**config.mk**
```make
export PLATFORM = sky130hd
export DESIGN_NAME = mem_port_arbiter
export DESIGN_NICKNAME = d
export VERILOG_FILES = /design/src/rtl/mem_port_arbiter.sv
export SDC_FILE = /design/constraint.sdc
export NUM_CORES = 1
export LEC_CHECK = 0
export ABC_AREA = 1
export BUFFER_PORTS_ARGS = -buffer_cell sky130_fd_sc_hd__buf_2
export CAP_MARGIN = 20
export CORE_ASPECT_RATIO = 2
export CORE_MARGIN = 1
export CORE_UTILIZATION = 52
export CTS_CLUSTER_DIAMETER = 30
export DETAILED_ROUTE_END_ITERATION = 10
export PLACE_DENSITY_LB_ADDON = 0.3
export RECOVER_POWER = 25
export SLEW_MARGIN = 10
export SYNTH_ARGS = -nofsm -noshare
export SYNTH_HDL_FRONTEND = slang
export SYNTH_SLANG_ARGS = --single-unit
```
**constraint.sdc**
```tcl
create_clock -name clk -period 3.1 [get_ports clk]
set_input_delay 0.31 -clock clk [delete_from_list [all_inputs] [get_ports clk]]
set_output_delay 0.31 -clock clk [all_outputs]
set_load 0.05 [all_outputs]
```
**src/rtl/mem_port_arbiter.sv**
```systemverilog
// Two-port round-robin arbiter for a single-port memory, with a read-return router.
// Latency: grant -> registered mem_en/addr next cycle; read accept -> rsp valid after RD_LAT+2 cycles.
// Backpressure: the losing port sees ready low and holds its request; responses cannot be stalled.
module mem_port_arbiter #(
  parameter int ADDR_W = 14,
  parameter int DATA_W = 32,
  parameter int RD_LAT = 2
) (
  input  logic              clk,
  input  logic              rst_n,
  input  logic              req0_valid,
  output logic              req0_ready,
  input  logic [ADDR_W-1:0] req0_addr,
  input  logic              req0_we,
  input  logic              req1_valid,
  output logic              req1_ready,
  input  logic [ADDR_W-1:0] req1_addr,
  input  logic              req1_we,
  output logic              mem_en,
  output logic              mem_we,
  output logic [ADDR_W-1:0] mem_addr,
  output logic [1:0]        mux_sel,
  input  logic [DATA_W-1:0] mem_rdata,
  output logic              rsp0_valid,
  output logic [DATA_W-1:0] rsp0_data,
  output logic              rsp1_valid,
  output logic [DATA_W-1:0] rsp1_data
);

  // The tag pipe depth and alignment only make sense for latencies 1..8.
  if (RD_LAT < 1 || RD_LAT > 8) begin : g_bad_rd_lat
    $error("mem_port_arbiter: RD_LAT must be in 1..8");
  end

  // last_grant_q: 0 = port 0 won most recently, 1 = port 1 won most recently.
  logic              last_grant_q;
  logic              gnt0;
  logic              gnt1;
  logic              gnt_any;
  logic              mem_en_q;
  logic              mem_we_q;
  logic              mem_we_d;
  logic [ADDR_W-1:0] mem_addr_q;
  logic [ADDR_W-1:0] mem_addr_d;
  logic [1:0]        mux_sel_q;
  logic [1:0]        mux_sel_d;

  // Tag pipe entry k is valid during the cycle k after the issue register loads,
  // so entry RD_LAT lines up with the cycle mem_rdata carries that read's data.
  logic [RD_LAT:0]   tag_vld_q;
  logic [RD_LAT:0]   tag_port_q;
  logic              tag_vld_d;
  logic              rsp_hit0;
  logic              rsp_hit1;

  logic              rsp0_valid_q;
  logic              rsp1_valid_q;
  logic [DATA_W-1:0] rsp0_data_q;
  logic [DATA_W-1:0] rsp1_data_q;

  // Round-robin choice: a lone requester always wins; on a tie the port that did not win last goes.
  always_comb begin
    gnt0       = req0_valid && (!req1_valid || last_grant_q);
    gnt1       = req1_valid && (!req0_valid || !last_grant_q);
    gnt_any    = gnt0 || gnt1;
    mem_we_d   = 1'b0;
    mem_addr_d = mem_addr_q;
    mux_sel_d  = 2'd0;
    if (gnt0) begin
      mem_we_d   = req0_we;
      mem_addr_d = req0_addr;
      mux_sel_d  = 2'd1;
    end else if (gnt1) begin
      mem_we_d   = req1_we;
      mem_addr_d = req1_addr;
      mux_sel_d  = 2'd2;
    end
    tag_vld_d  = gnt_any && !mem_we_d;
  end

  assign req0_ready = gnt0;
  assign req1_ready = gnt1;

  // Issue register: drives the memory one cycle after the grant and remembers who won.
  always_ff @(posedge clk or negedge rst_n) begin
    if (!rst_n) begin
      last_grant_q <= 1'b1;
      mem_en_q     <= 1'b0;
      mem_we_q     <= 1'b0;
      mem_addr_q   <= '0;
      mux_sel_q    <= 2'd0;
    end else begin
      mem_en_q   <= gnt_any;
      mem_we_q   <= mem_we_d;
      mem_addr_q <= mem_addr_d;
      mux_sel_q  <= mux_sel_d;
      if (gnt_any) begin
        last_grant_q <= gnt1;
      end
    end
  end

  // Tag pipe: entry 0 is captured alongside the issue register, then shifts once per cycle.
  always_ff @(posedge clk or negedge rst_n) begin
    if (!rst_n) begin
      tag_vld_q  <= '0;
      tag_port_q <= '0;
    end else begin
      tag_vld_q  <= {tag_vld_q[RD_LAT-1:0], tag_vld_d};
      tag_port_q <= {tag_port_q[RD_LAT-1:0], gnt1};
    end
  end

  assign rsp_hit0 = tag_vld_q[RD_LAT] && !tag_port_q[RD_LAT];
  assign rsp_hit1 = tag_vld_q[RD_LAT] && tag_port_q[RD_LAT];

  // Response registers: pulse valid for the tagged port only; data holds between pulses.
  always_ff @(posedge clk or negedge rst_n) begin
    if (!rst_n) begin
      rsp0_valid_q <= 1'b0;
      rsp1_valid_q <= 1'b0;
      rsp0_data_q  <= '0;
      rsp1_data_q  <= '0;
    end else begin
      rsp0_valid_q <= rsp_hit0;
      rsp1_valid_q <= rsp_hit1;
      if (rsp_hit0) begin
        rsp0_data_q <= mem_rdata;
      end
      if (rsp_hit1) begin
        rsp1_data_q <= mem_rdata;
      end
    end
  end

  assign mem_en     = mem_en_q;
  assign mem_we     = mem_we_q;
  assign mem_addr   = mem_addr_q;
  assign mux_sel    = mux_sel_q;
  assign rsp0_valid = rsp0_valid_q;
  assign rsp0_data  = rsp0_data_q;
  assign rsp1_valid = rsp1_valid_q;
  assign rsp1_data  = rsp1_data_q;

endmodule
```
* Word level (Yosys, flattened, before mapping)
Cells that the tools add are included.
Operators by class: multiplexer cells 6, reductions and logical operators 14
Operators with widths (number):
- two-way mux 14 bit | 2
- logical AND 1 bit | 5
- zero test 1 bit | 5
- two-way mux 2 bit | 2
- logical OR 1 bit | 3
- two-way mux 1 bit | 2
- nonzero test 2 bit | 1
Word-level totals: register bits after elaboration 91, input port bits 66, logic and storage cells 31

* Depth between registers and ports, before layout
word-level depth 7, depth in mapped cells 7, depth with buffers taken out 5

* Least setup slack after synthesis
OpenSTA, ideal clock, no wires.
path type input-to-output, start point input req0_valid, end point output req1_ready, data arrival time 1443 ps, slack 1347 ps, cell stages on the path 3, path through buf_4 buf_2 a21oi_1
Between the ends: cells in the longest elaborated chain, start to end 3
Ends and longest elaborated chain:
- start, declared | line 11 | input logic req0_valid,
- zero test 1 bit | line 64 | gnt1 = req1_valid && (!req0_valid || !last_grant_q);
- logical OR 1 bit | line 64
- logical AND 1 bit | line 64
- end, declared | line 16 | output logic req1_ready,
No other way between the ends.

* Final worst setup path
start point register last_grant_q, end point output req0_ready
Between the ends: cells in the longest elaborated chain, start to end 2
Ends and longest elaborated chain:
- start, declared | line 36 | logic last_grant_q;
- start signal, assigned | line 98 | last_grant_q <= gnt1;
- logical OR 1 bit | line 63 | gnt0 = req0_valid && (!req1_valid || last_grant_q);
- logical AND 1 bit | line 63
- end, declared | line 12 | output logic req0_ready,
No other way between the ends.

==> key figures <==
Global routing
  • Global-route wire length before repair: 12800 um
  • Gr usage total: 23.5%
  • Gr ovfl total: 0
  • Largest net degree at the start of global routing: 70
  • Vias in the first global route: 2890
  • Initial antenna violation count: 0

Flow run
  • Max_cap viols: 1

Worst setup path
  • Critical path launch point type: register
  • Reg-to-Reg End: rsp0_data[13]$_DFFE_PN0P_
  • CP arrival: 1560 ps
  • Worst Setup End Kind: output port
  • Critical Path RT: 2790 ps
  • FF-to-FF setup slack: 1460 ps
  • R2R cell count: 5
  • Setup CP Type: reg2out
  • Reg2Reg Launch Point: tag_vld_q[2]$_DFF_PN0_
  • Maximum fanout along the worst path: 17

Yosys
  • Yosys reg bits: 91
  • Sequential fraction of the synthesis area: 61.5%
  • Share of the synthesized area in the top cell type: 60.8%
  • Post-Synthesis Cells: roughly 390
  • Synthesized net count: 458
  • Synth area leader: dfrtp_1
  • Top cells by area, synth: dfrtp_1, nand2_1, o21ai_2, inv_1, o21ai_0
  • Cell Area, Synth: 3700 um^2
  • Avg Cell Area, Syn: 9.45 um^2
  • Cell variety after synth: 19
  • YS warnings: 0

Routing
  • Antenna Violating Nets Remaining: 0
  • Routed vias: 3037
  • Per-cell routed wire length: 13.0 um
  • First-pass iteration count of the detailed router: 6
  • DRC errors left: 0
  • First DRT Iteration DRCs: ~180
  • Routed wire length: 8170 um
  • Via density: around 4.8

STA
  • Setup Viol. Count Final: 0
  • Tcrit/Tclk final: slightly above 60%
  • Relative slew slack: -9.93%
  • Fmax achieved: 535 MHz
  • Final worst slack: 1230 ps
  • Slew Viols, Final: 70
  • Clk_skew: 5.84 ps
  • Setup TNS: 0 ps
  • Final hold vios: 0
  • Tightest Pin Transition: 1650 ps
  • Clock period minus final worst setup slack: 1870 ps
  • RSZ-0062 raised after global routing: no

Layout
  • Final core utilization: 68.5%
  • Post-layout instance area: 4720 um^2
  • Layout area overhead: 27.4%
  • Nets@finish: 601
  • Antenna cells: 0
  • Fraction of layout cells with a size suffix above 1: between 30% and 40%

CTS
  • # clock sinks: between 90 and 100
  • Latest clock arrival within the worst-skew pair: 340 ps
  • H-tree lvl count: 3
  • Root Driver: clkbuf_16
  • Clock transition at path regs: approximately 60 ps
  • Maximum buffer depth of the clock tree: 2
  • Post_cts resized: 0
  • CTS tree: done
  • Hold Buf Count CTS: 0
  • Setup fix buffers added after clock tree synthesis: 0
  • CTS buffer count: 9

Placed design
  • # port buffers: 151
  • Pre-CTS setup slack: around 1400 ps
  • GPL Wtd Cong: 0.816
  • Dpl cell area: 4440 um^2
  • Dpl hpwl: just over 6000 um

Min path
  • Hold EP: rsp0_data[25]$_DFFE_PN0P_
  • Hold depth: 3
  • Hold Path Class: in2reg
  • HP Start: mem_rdata[25]

Floorplanning
  • Die W: 61.7 um
  • IO Pins: 152
  • Site Rows: 43
  • CORE AREA: a little under 7000 um^2
  • Die ar.: about 7500 um^2
  • Die outline height: between 100 and 150 um
  • Initial Utilization: around 54%

Power and ir drop
  • Pleak: ~2.7 nW
  • Worst vdd ir: 0.453 mV
  • Pwr Total: 4.06 mW
  • Power density cells: 860 nW/um^2

Outcome
  • Run status: complete, but fails checks
  • Failing checks: capacitance limit, slew limit
==> synthesized netlist by cell type <==
cell type,count
nand2_1,124
or2_1,1
clkinv_2,1
clkbuf_1,4
buf_4,5
buf_6,6
nand3_1,30
inv_1,51
o21ai_0,33
o21ai_2,23
nand3_2,1
dfrtp_1,90
nor2_1,1
buf_2,7
o21ai_1,9
dfstp_2,1
nand2_2,2
a21oi_1,2
inv_2,1
==> stage by stage <==
step / std cells / hold WS, ps
5_1_grt: 629 / 234
2_1_floorplan: 392 / 14.4
3_3_place_gp: 614 / 332
3_5_place_dp: 614 / 337
4_1_cts: 629 / 108
6_report: 629 / 230
==> layout make-up <==
class,instances,area (um^2)
Clock inverter,3,40.0
Sequential cell,91,2280
Timing Repair Buffer,154,778
Fill cell,597,2170
Inverter,53,200
Tap cell,90,113
Multi-Input combinational cell,226,1070
Clock buffer,12,236
==> report_power, final <==
part / switching (mW) / internal [mW]
combinational: 1.17 / 0.313
clock: 0.408 / 0.618
sequential: 0.126 / 1.42
total: 1.70 / 2.35
==> per-layer routing <==
| metal | vias to the layer above | routed length (um) | track usage [%] | share of wire, % |
|---|---|---|---|---|
| met5 | - | 0 | 0 | 0 |
| met4 | 0 | 197 | 11.4 | 2.4 |
| met3 | 16 | 473 | 6.82 | 5.8 |
| met2 | 116 | 4570 | 41.2 | 56 |
| met1 | 1411 | 2930 | 24.1 | 36 |
| li1 | 1494 | - | - | - |
==> critical path, stage by stage (launching register included) <==
cell     delay, ps
dfstp_1        580
nand2_2        220
nand2_1        160
buf_2          270
==> cells in the final DEF (no fill, tap or decap), drive strengths merged <==
cell    count
dfstp       1
clkinv      3
dfrtp      90
nand2     126
or2         1
bufinv      1
clkbuf     13
o21ai      65
buf       153
nor2        1
inv        52
a21oi       2
nand3      31
==> state kept, by name (all words and copies together), names as in the netlist <==
signal	cells
rsp1_data	32
tag_port_q	3
tag_vld_q	3
mem_we	1
rsp1_valid	1
mem_addr	14
rsp0_valid	1
last_grant_q	1
mem_en	1
rsp0_data	32
mux_sel	2
==> cells by family (layout without fill, tap and decap cells) <==
logic type | Yosys count | in the layout | share of synthesized area (%)
and+or+nand+nor | 159 | 159 | 17.5
DFF | 91 | 91 | 61.5
buffers and inverters | 75 | 222 | 9.59
AOI/OAI and AO/OA | 67 | 67 | 11.4
==> how the worst max path moves through the flow <==
| stage | from | to | cells past startpoint |
|---|---|---|---|
| detailed placement | tag_vld_q[2]$_DFF_PN0_ | rsp0_data[4]$_DFFE_PN0P_ | 5 |
| finish | last_grant_q$_DFFE_PN1P_ | req0_ready | 3 |
| global placement | req0_valid | req0_ready | 4 |
| CTS | last_grant_q$_DFFE_PN1P_ | req0_ready | 3 |
| floorplan | req0_valid | req1_ready | 3 |
| global route | last_grant_q$_DFFE_PN1P_ | req0_ready | 3 |
Note: power is estimated with default switching activity, not from simulation.
